`config.mk`:
```
export PLATFORM = sky130hd
export DESIGN_NAME = alu_seq
export DESIGN_NICKNAME = d
export VERILOG_FILES = /design/src/rtl/alu_pkg.sv /design/src/rtl/alu_iter.sv /design/src/rtl/alu_seq.sv
export SDC_FILE = /design/constraint.sdc
export NUM_CORES = 1
export LEC_CHECK = 0
export BUFFER_PORTS_ARGS = -buffer_cell sky130_fd_sc_hd__clkbuf_2
export CAP_MARGIN = 20
export CORE_ASPECT_RATIO = 0.9
export CORE_MARGIN = 2
export CORE_UTILIZATION = 49
export DETAILED_ROUTE_END_ITERATION = 10
export HOLD_SLACK_MARGIN = 0.12
export PLACE_DENSITY = 0.65
export SLEW_MARGIN = 20
export SYNTH_ARGS = -nofsm -noshare
export SYNTH_HDL_FRONTEND = slang
export SYNTH_SLANG_ARGS = --single-unit
```
`constraint.sdc`:
```
create_clock -name clk -period 4.4 [get_ports clk]
set_input_delay 0.44 -clock clk [delete_from_list [all_inputs] [get_ports clk]]
set_output_delay 0.44 -clock clk [all_outputs]
set_load 0.03 [all_outputs]
```
`src/rtl/alu_pkg.sv`:
```
// Shared definitions for the sequential ALU: opcodes, FSM states, result flags
// and the width helper for the shift/multiply iteration counter.
package alu_pkg;

    localparam logic [2:0] OP_PASS_A = 3'b000;
    localparam logic [2:0] OP_SUB    = 3'b001;
    localparam logic [2:0] OP_PASS_B = 3'b010;
    localparam logic [2:0] OP_ADD    = 3'b011;
    localparam logic [2:0] OP_NAND   = 3'b100;
    localparam logic [2:0] OP_SHL    = 3'b101;
    localparam logic [2:0] OP_SHR    = 3'b110;
    localparam logic [2:0] OP_MUL    = 3'b111;

    typedef enum logic [1:0] {
        ST_IDLE = 2'd0,
        ST_BUSY = 2'd1,
        ST_DONE = 2'd2
    } state_e;

    typedef struct packed {
        logic z;
        logic c;
        logic n;
        logic v;
    } flags_t;

    // Bits needed to hold an iteration count in the range 0..w.
    function automatic int cnt_width(input int w);
        return $clog2(w + 1);
    endfunction

endpackage

```
`src/rtl/alu_iter.sv`:
```
// Iterative datapath: one-bit-per-cycle logical shifts and shift-add multiply.
// res_* present the state after the current step, so they are final while done is high.
module alu_iter
    import alu_pkg::*;
#(
    parameter int W = 4
) (
    input  logic         clk,
    input  logic         rst_n,
    input  logic         load,
    input  logic         step,
    input  logic [2:0]   op,
    input  logic [W-1:0] a,
    input  logic [W-1:0] b,
    output logic         done,
    output logic [W-1:0] res_lo,
    output logic [W-1:0] res_hi,
    output logic         res_c
);

    localparam int CW = cnt_width(W);

    logic [W-1:0]  lo_q, lo_d;
    logic [W-1:0]  hi_q, hi_d;
    logic [W-1:0]  mcand_q, mcand_d;
    logic [CW-1:0] cnt_q, cnt_d;
    logic [2:0]    op_q, op_d;
    logic          c_q, c_d;
    logic [W-1:0]  addend;
    logic [W:0]    psum;

    assign addend = lo_q[0] ? mcand_q : '0;
    assign psum   = {1'b0, hi_q} + {1'b0, addend};

    // NOTE: every signal assigned in always_comb gets a default first, so no path can infer a latch.
    always_comb begin
        lo_d    = lo_q;
        hi_d    = hi_q;
        mcand_d = mcand_q;
        cnt_d   = cnt_q;
        op_d    = op_q;
        c_d     = c_q;
        if (load) begin
            op_d    = op;
            c_d     = 1'b0;
            mcand_d = a;
            hi_d    = '0;
            if (op == OP_MUL) begin
                lo_d  = b;
                cnt_d = CW'(W);
            end else begin
                lo_d  = a;
                cnt_d = (32'(b) >= 32'(W)) ? CW'(W) : CW'(b);
            end
        end else if (step && cnt_q != '0) begin
            cnt_d = cnt_q - CW'(1);
            case (op_q)
                OP_SHL: begin
                    c_d  = lo_q[W-1];
                    lo_d = lo_q << 1;
                end
                OP_SHR: begin
                    c_d  = lo_q[0];
                    lo_d = lo_q >> 1;
                end
                default: begin
                    // Multiplier bits retire from the bottom of lo while product bits enter from the top.
                    hi_d = psum[W:1];
                    lo_d = {psum[0], lo_q[W-1:1]};
                end
            endcase
        end
    end

    // NOTE: sequential state uses non-blocking assignments; counters and partial products reset like any other flop.
    always_ff @(posedge clk or negedge rst_n) begin
        if (!rst_n) begin
            lo_q    <= '0;
            hi_q    <= '0;
            mcand_q <= '0;
            cnt_q   <= '0;
            op_q    <= '0;
            c_q     <= 1'b0;
        end else begin
            lo_q    <= lo_d;
            hi_q    <= hi_d;
            mcand_q <= mcand_d;
            cnt_q   <= cnt_d;
            op_q    <= op_d;
            c_q     <= c_d;
        end
    end

    assign done   = (cnt_q == CW'(1));
    assign res_lo = lo_d;
    assign res_hi = hi_d;
    assign res_c  = c_d;

endmodule

```
`src/rtl/alu_seq.sv`:
```
// Sequential ALU with valid/ready handshakes; single-cycle ops finish at acceptance,
// shifts and multiply iterate in alu_iter. All outputs come straight from flops.
module alu_seq
    import alu_pkg::*;
#(
    parameter int W = 4
) (
    input  logic         clk,
    input  logic         rst_n,
    input  logic         in_valid,
    output logic         in_ready,
    input  logic [W-1:0] a,
    input  logic [W-1:0] b,
    input  logic [2:0]   op,
    output logic         out_valid,
    input  logic         out_ready,
    output logic [W-1:0] y,
    output logic [W-1:0] y_hi,
    output logic         z,
    output logic         c,
    output logic         n,
    output logic         v
);

    state_e       state_q, state_d;
    logic [W-1:0] y_q, y_d;
    logic [W-1:0] y_hi_q, y_hi_d;
    flags_t       flags_q, flags_d;
    logic         mul_q, mul_d;

    logic [W:0]   sum, diff;
    logic         iter_load, iter_step, iter_done, iter_c;
    logic [W-1:0] iter_lo, iter_hi;

    assign sum  = {1'b0, a} + {1'b0, b};
    assign diff = {1'b0, a} - {1'b0, b};

    alu_iter #(.W(W)) u_iter (
        .clk    (clk),
        .rst_n  (rst_n),
        .load   (iter_load),
        .step   (iter_step),
        .op     (op),
        .a      (a),
        .b      (b),
        .done   (iter_done),
        .res_lo (iter_lo),
        .res_hi (iter_hi),
        .res_c  (iter_c)
    );

    always_comb begin
        state_d   = state_q;
        y_d       = y_q;
        y_hi_d    = y_hi_q;
        flags_d   = flags_q;
        mul_d     = mul_q;
        iter_load = 1'b0;
        iter_step = 1'b0;
        unique case (state_q)
            ST_IDLE: begin
                if (in_valid) begin
                    mul_d   = (op == OP_MUL);
                    y_hi_d  = '0;
                    flags_d = '0;
                    state_d = ST_DONE;
                    case (op)
                        OP_PASS_A: y_d = a;
                        OP_PASS_B: y_d = b;
                        OP_NAND:   y_d = ~(a & b);
                        OP_ADD: begin
                            y_d       = sum[W-1:0];
                            flags_d.c = sum[W];
                            flags_d.v = (a[W-1] == b[W-1]) && (sum[W-1] != a[W-1]);
                        end
                        OP_SUB: begin
                            y_d       = diff[W-1:0];
                            flags_d.c = diff[W];
                            flags_d.v = (a[W-1] != b[W-1]) && (diff[W-1] != a[W-1]);
                        end
                        OP_SHL, OP_SHR: begin
                            if (b == '0) begin
                                y_d = a;
                            end else begin
                                iter_load = 1'b1;
                                state_d   = ST_BUSY;
                            end
                        end
                        default: begin
                            iter_load = 1'b1;
                            state_d   = ST_BUSY;
                        end
                    endcase
                    if (state_d == ST_DONE) begin
                        flags_d.z = (y_d == '0);
                        flags_d.n = y_d[W-1];
                    end
                end
            end
            ST_BUSY: begin
                iter_step = 1'b1;
                if (iter_done) begin
                    y_d       = iter_lo;
                    y_hi_d    = mul_q ? iter_hi : '0;
                    flags_d.c = mul_q ? (iter_hi != '0) : iter_c;
                    flags_d.v = 1'b0;
                    flags_d.z = (iter_lo == '0);
                    flags_d.n = iter_lo[W-1];
                    state_d   = ST_DONE;
                end
            end
            ST_DONE: begin
                if (out_ready) state_d = ST_IDLE;
            end
            default: state_d = ST_IDLE;
        endcase
    end

    always_ff @(posedge clk or negedge rst_n) begin
        if (!rst_n) begin
            state_q <= ST_IDLE;
            y_q     <= '0;
            y_hi_q  <= '0;
            flags_q <= '0;
            mul_q   <= 1'b0;
        end else begin
            state_q <= state_d;
            y_q     <= y_d;
            y_hi_q  <= y_hi_d;
            flags_q <= flags_d;
            mul_q   <= mul_d;
        end
    end

    assign in_ready  = (state_q == ST_IDLE);
    assign out_valid = (state_q == ST_DONE);
    assign y         = y_q;
    assign y_hi      = y_hi_q;
    assign z         = flags_q.z;
    assign c         = flags_q.c;
    assign n         = flags_q.n;
    assign v         = flags_q.v;

endmodule

```
== Word level (Yosys, flattened, before mapping) ==
Index checks and enable logic that the tools add are counted.

* Input port bits: 15
* Bits in registers: 34
* Output and inout port bits: 14

* Magnitude comparators: 1
* Multiplexer cells: 47
* Add/sub/neg operators: 4
* Bitwise operators: 2
* Reduce and logical (&&, ||, !) cells: 18
* Equality and inequality tests: 20

{| class="wikitable"
|+ Operators by type and width
! kind !! count
|-
| $mux W4 || 17
|-
| $pmux W4 S2 || 4
|-
| $pmux W4 S6 || 1
|-
| $eq A3 B3 Y1 const B || 6
|-
| $logic_not A4 Y1 || 3
|-
| $mux W2 || 6
|-
| $mux W3 || 4
|-
| $add A4 B4 Y5 || 2
|-
| $mux W1 || 9
|-
| $pmux W1 S2 || 4
|-
| $eq A3 B1 Y1 const B || 2
|-
| $eq A3 B2 Y1 const B || 2
|-
| $pmux W2 S3 || 1
|-
| $reduce_and A3 Y1 || 2
|-
| $reduce_or A5 Y1 || 1
|-
| $sub A4 B4 Y5 || 1
|-
| $and A4 B4 Y4 || 1
|-
| $eq A2 B2 Y1 const B || 2
|-
| $ge A4 B3 Y1 const B || 1
|-
| $ne A2 B2 Y1 const B || 2
|-
| $not A4 Y4 || 1
|-
| $pmux W2 S2 || 1
|-
| $reduce_bool A2 Y1 || 2
|-
| $reduce_bool A4 Y1 || 1
|-
| other kinds (11) || 16
|}

== Longest topological paths before layout ==
* Word-level depth: 10
* Mapped depth: 10
* Depth with buffers taken out: 10

== Hierarchy ==
A second synthesis with hierarchy kept.

* Cell total of the unflattened synthesis: 268
* Area total of the unflattened synthesis: 2,508.7 um^2

{| class="wikitable"
|+ Modules (own cells, without submodules)
! module !! sequential area each (um^2) !! instances !! cells an instance !! area an instance (um^2)
|-
| alu_seq || 375.4 || 1 || 157 || 1,358.8
|-
| alu_iter || 475.5 || 1 || 111 || 1,149.9
|}

== Worst setup path after synthesis ==
Ideal clock, no wire load.

* Path kind: input -> register
* Start: input b[2]
* End: register flags_q, in the netlist n
* Data required time: 4.323 ns
* Arrival: 2.106 ns
* Setup time: 0.077 ns
* Slack: 2.217 ns
* Cell stages on the path: 9
* Path through: inv_1 > ha_1 > buf_4 > nor3b_1 > or4_1 > a211oi_1 > nor4_1 > or3_1 > a21oi_1

* Cells in the longest elaborated chain, start to end: 9
* Elaborated cells on any way between the ends: 21
* Those cells by class: add/sub: 2; eq/ne: 1; mux: 17; reduce/logical: 1

{| class="wikitable"
|+ RTL lines
! what !! RTL line !! text
|-
| start, declared || alu_seq.sv:13 || <nowiki>input logic [W-1:0] b,</nowiki>
|-
| branches (longest 8 deep; another with $sub A4 B4 Y5) || -- ||
|-
| $pmux W4 S2 * || alu_seq.sv:60 || <nowiki>unique case (state_q)</nowiki>
|-
| end signal, assigned || alu_seq.sv:130 || <nowiki>flags_q <= flags_d;</nowiki>
|-
| end, declared || alu_seq.sv:28 || <nowiki>flags_t flags_q, flags_d;</nowiki>
|}

Mark *: on every way between the ends. The select of a mux whose other input is x is not followed.
A chain may end at the register's enable or synchronous reset.

== Worst setup path after layout ==
Same ends and word-level chain as after synthesis.

==> impl_results.html <==
<table>
<tr><th>Metric</th><th>Value</th></tr>
<tr><th colspan="2">STA</th></tr>
<tr><td>Unrepaired setup endpoints after global routing</td><td>false</td></tr>
<tr><td>Number of setup violations in the final report</td><td>0</td></tr>
<tr><td>Transition time at the pin with the least slew margin</td><td>844 ps</td></tr>
<tr><td>Total negative slack for setup checks</td><td>0 ps</td></tr>
<tr><td>Worst relative slew slack</td><td>43.8%</td></tr>
<tr><td>Peak clock frequency supported by timing</td><td>0.408 GHz</td></tr>
<tr><td>Clock period minus final worst setup slack</td><td>2450 ps</td></tr>
<tr><td>Final hold violation count</td><td>0</td></tr>
<tr><td>Tcrit/Tclk final</td><td>55.7%</td></tr>
<tr><td>Max-slew violation count</td><td>0</td></tr>
<tr><td>Post-Route Skew</td><td>11.0 ps</td></tr>
<tr><th colspan="2">Yosys</th></tr>
<tr><td>Average cell area after synthesis</td><td>8.60 sq um</td></tr>
<tr><td>Gate Count Post-Synth</td><td>296</td></tr>
<tr><td>Library cell with the largest summed area after synthesis</td><td>dfrtp_1</td></tr>
<tr><td>Post-synthesis register bit count</td><td>34</td></tr>
<tr><td>Post-Syn Area</td><td>2540 sq um</td></tr>
<tr><td>Count of flip-flops with a built-in enable after synthesis</td><td>0</td></tr>
<tr><td>Fraction of registers with async set or reset after synthesis</td><td>100%</td></tr>
<tr><td>Number of distinct standard cells referenced by the synthesized netlist</td><td>59</td></tr>
<tr><td>Leading post-synthesis cells by cell area</td><td>dfrtp_1 (33%), ha_1 (7.4%), nand2_1 (6.3%)</td></tr>
<tr><td>Part of the Yosys area used for sequential elements</td><td>33.4%</td></tr>
<tr><td>Post-synth top area share</td><td>33.4%</td></tr>
<tr><td>Synthesis Warnings</td><td>0</td></tr>
<tr><td>Main flop type after synthesis</td><td>dfrtp_1</td></tr>
<tr><td>Syn nets</td><td>329</td></tr>
<tr><th colspan="2">Placement</th></tr>
<tr><td>Count of buffers inserted at the top-level ports</td><td>28</td></tr>
<tr><td>Global placement routability congestion</td><td>0.892</td></tr>
<tr><td>Dpl hpwl</td><td>4.96 mm</td></tr>
<tr><th colspan="2">Clock tree</th></tr>
<tr><td>Clock sinks</td><td>34</td></tr>
<tr><td>Total clock buffers created by CTS</td><td>5</td></tr>
<tr><td>Number of hold buffers added after CTS</td><td>0</td></tr>
<tr><td>Number of buffers added for setup after CTS</td><td>0</td></tr>
<tr><td>Clock H-tree levels</td><td>2</td></tr>
<tr><td>Clock tree from TritonCTS</td><td>yes</td></tr>
<tr><td>Bufs on Longest Clock Path</td><td>2</td></tr>
<tr><td>Post-CTS sizing</td><td>0</td></tr>
<tr><td>Clk pin slew, worst setup/hold paths</td><td>70 ps</td></tr>
<tr><td>Root buffer cell</td><td>clkbuf_8</td></tr>
<tr><td>Clk Latency, worst-skew pair</td><td>290 ps</td></tr>
<tr><th colspan="2">Pwr</th></tr>
<tr><td>Peak supply drop</td><td>0.381 mV</td></tr>
<tr><td>Power consumption</td><td>1.61 mW</td></tr>
<tr><td>Leakage component of the power</td><td>1.29 nW</td></tr>
<tr><td>Cell area power density</td><td>575 nW/um^2</td></tr>
<tr><th colspan="2">Status</th></tr>
<tr><td>Result of the run</td><td>finished clean</td></tr>
<tr><th colspan="2">Flow run</th></tr>
<tr><td>Maximum capacitance violations</td><td>0</td></tr>
<tr><th colspan="2">Setup path</th></tr>
<tr><td>Classification of the worst setup path</td><td>primary input to register</td></tr>
<tr><td>Worst path arrival time</td><td>2630 ps</td></tr>
<tr><td>Sort of element at the end of the critical path</td><td>register</td></tr>
<tr><td>Cell with the biggest individual delay on the critical path</td><td>nor4_1</td></tr>
<tr><td>Series of cell instances along the critical path</td><td>clkbuf_2, inv_1, ha_1, nand2_1, o21ai_0, mux2_2, nor4_1, or3_1, a21oi_1</td></tr>
<tr><td>Largest fanout on the critical path</td><td>9</td></tr>
<tr><td>WP data required</td><td>4570 ps</td></tr>
<tr><td>Max stage delay on crit path</td><td>500 ps</td></tr>
<tr><td>Critical path startpoint category</td><td>primary input</td></tr>
<tr><th colspan="2">Drt</th></tr>
<tr><td>Number of design rule violations left after detail routing</td><td>0</td></tr>
<tr><td>Post-route antenna net violation count</td><td>0</td></tr>
<tr><td>Detailed-route wire length per cell</td><td>17.4 um</td></tr>
<tr><td>Violation count after the first detailed-routing iteration</td><td>245</td></tr>
<tr><td>Drt via density</td><td>5.94</td></tr>
<tr><td>Total via count after detailed routing</td><td>2264</td></tr>
<tr><td>Drt pass-1 iters</td><td>5</td></tr>
<tr><td>Post-detailed-routing wire length</td><td>6.63 mm</td></tr>
<tr><th colspan="2">Floorplan</th></tr>
<tr><td>Count of boundary I/O pins</td><td>29</td></tr>
<tr><td>Initial Utilization</td><td>51.7%</td></tr>
<tr><td>Standard-cell row count</td><td>24</td></tr>
<tr><td>Area of the core region</td><td>4920 sq um</td></tr>
<tr><td>Die Width</td><td>80.0 um</td></tr>
<tr><td>Die extent in y</td><td>72.4 um</td></tr>
<tr><td>Floorplan die area</td><td>5790 sq um</td></tr>
<tr><th colspan="2">Global route</th></tr>
<tr><td>Global route overflow</td><td>0</td></tr>
<tr><td>Pin count of the biggest net entering global routing</td><td>35</td></tr>
<tr><td>Global-route wire length before repair</td><td>11.0 mm</td></tr>
<tr><td>Number of antenna violations at the first check in global routing</td><td>0</td></tr>
<tr><td>Vias in the first global route</td><td>2120</td></tr>
<tr><td>Global-route total usage across every layer</td><td>24.9%</td></tr>
<tr><th colspan="2">Min path</th></tr>
<tr><td>Path type of the worst min-delay path</td><td>primary input to asynchronous set/reset pin</td></tr>
<tr><th colspan="2">Finish</th></tr>
<tr><td>Count of inserted antenna diode cells</td><td>0</td></tr>
<tr><td>Area Growth Syn to Fin</td><td>10.0%</td></tr>
<tr><td>Layout cells sized above 1</td><td>13.9%</td></tr>
<tr><td>Post-route core utilization</td><td>56.9%</td></tr>
<tr><td>Nets</td><td>348</td></tr>
</table>
critical path: cells and delay by family:
family          cells  cell delay (ps)
simple gates        3              770
mux                 1              370
compound gates      2              370
buf+inv             2              230
fa+ha+maj           1              440
metrics by stage:
step                area, sq um  std cells  worst slack, ps  hold slack [ps]
floorplan                  2540        296             2220              144
finish                     2800        381             1950              249
CTS                        2800        381             2020              270
detailed placement         2690        373             1720              469
global placement           2690        373             1710              459
global route               2800        381             1830              317
Yosys cell counts, types with 4 or more instances:
master     n
a211oi_1   4
a21oi_1   14
a31oi_1    5
a32o_1     5
and2_1     6
buf_2      9
clkbuf_1   5
dfrtp_1   34
ha_1      15
inv_1     15
mux2i_1    6
nand2_1   43
nand2b_1   6
nand3_1    9
nor2_1    16
nor2b_1    9
nor3_1     5
o21ai_0   17
or3_1      4
xnor2_1    6
final timing paths:
check	endpoint	cells after the start	from	slack (ps)
min in group clk	state_q[1]$_DFFE_PN0P_	3	out_ready	390
worst max-delay path	n$_DFFE_PN0P_	9	b[2]	1950
worst min-delay path	u_iter.cnt_q[1]$_DFFE_PN0P_	1	rst_n	250
max in group asynchronous	u_iter.mcand_q[3]$_DFFE_PN0N_	1	rst_n	3620
worst max register to register	c$_DFFE_PN0P_	10	u_iter.lo_q[0]$_DFF_PN0_	2070
worst min register to register	u_iter.mcand_q[3]$_DFFE_PN0N_	2	u_iter.mcand_q[3]$_DFFE_PN0N_	480
sequential cells by signal (all words and copies together) (netlist names), 2 cells and up:
name and cells:
state_q 2, u_iter.cnt_q 3, u_iter.hi_q 4, u_iter.lo_q 4, u_iter.mcand_q 4, u_iter.op_q 3, y 4, y_hi 4
layer usage:
| metal | global-route usage [%] | wire (um) | vias up |
|---|---|---|---|
| met4 | 5.65 | 72 | 0 |
| met1 | 41.1 | 3340 | 1068 |
| li1 | - | - | 1101 |
| met3 | 4.48 | 475 | 9 |
| met2 | 33.1 | 2740 | 86 |
| met5 | 0 | 0 | - |
cells in the final DEF (no fill, tap or decap), types with 4 or more instances in the layout:
cell type and n:
nand2_1 43, dfrtp_1 34, clkbuf_2 28, o21ai_0 17
nor2_1 16, inv_1 15, ha_1 15, a21oi_1 14
nor2b_1 9, nand3_1 9, and2_1 6, nand2b_1 6
xnor2_1 6, mux2i_1 6, a31oi_1 5, nor3_1 5
a32o_1 5, clkbuf_8 5, a211oi_1 4, or3_1 4
logic make-up after synthesis:
kind of cell	Yosys count	synth area share, %
compound gates	76	21.3
mux	8	3.24
flops	34	33.4
xor+xnor	9	3.10
simple gates	120	24.0
fa+ha+maj	18	9.73
buf+inv	31	5.16
power by group:
part           total [mW]  leakage (nW)  internal, mW  switching [mW]
Sequential          0.545         0.429         0.433           0.111
Combinational       0.784         0.800         0.287           0.497
Clock               0.282        0.0579         0.167           0.115
Total                1.61          1.29         0.887           0.723
final cells by class:
| cell class | count | area (sq um) |
|---|---|---|
| Clock inverter | 3 | 40.0 |
| Fill cell | 477 | 2120 |
| Sequential cell | 34 | 851 |
| Tap cell | 65 | 81.3 |
| Timing Repair Buffer | 28 | 140 |
| Inverter | 15 | 56.3 |
| Multi-Input combinational cell | 231 | 1560 |
| Clock buffer | 5 | 68.8 |
No activity file was read; power rests on OpenSTA's default activity.
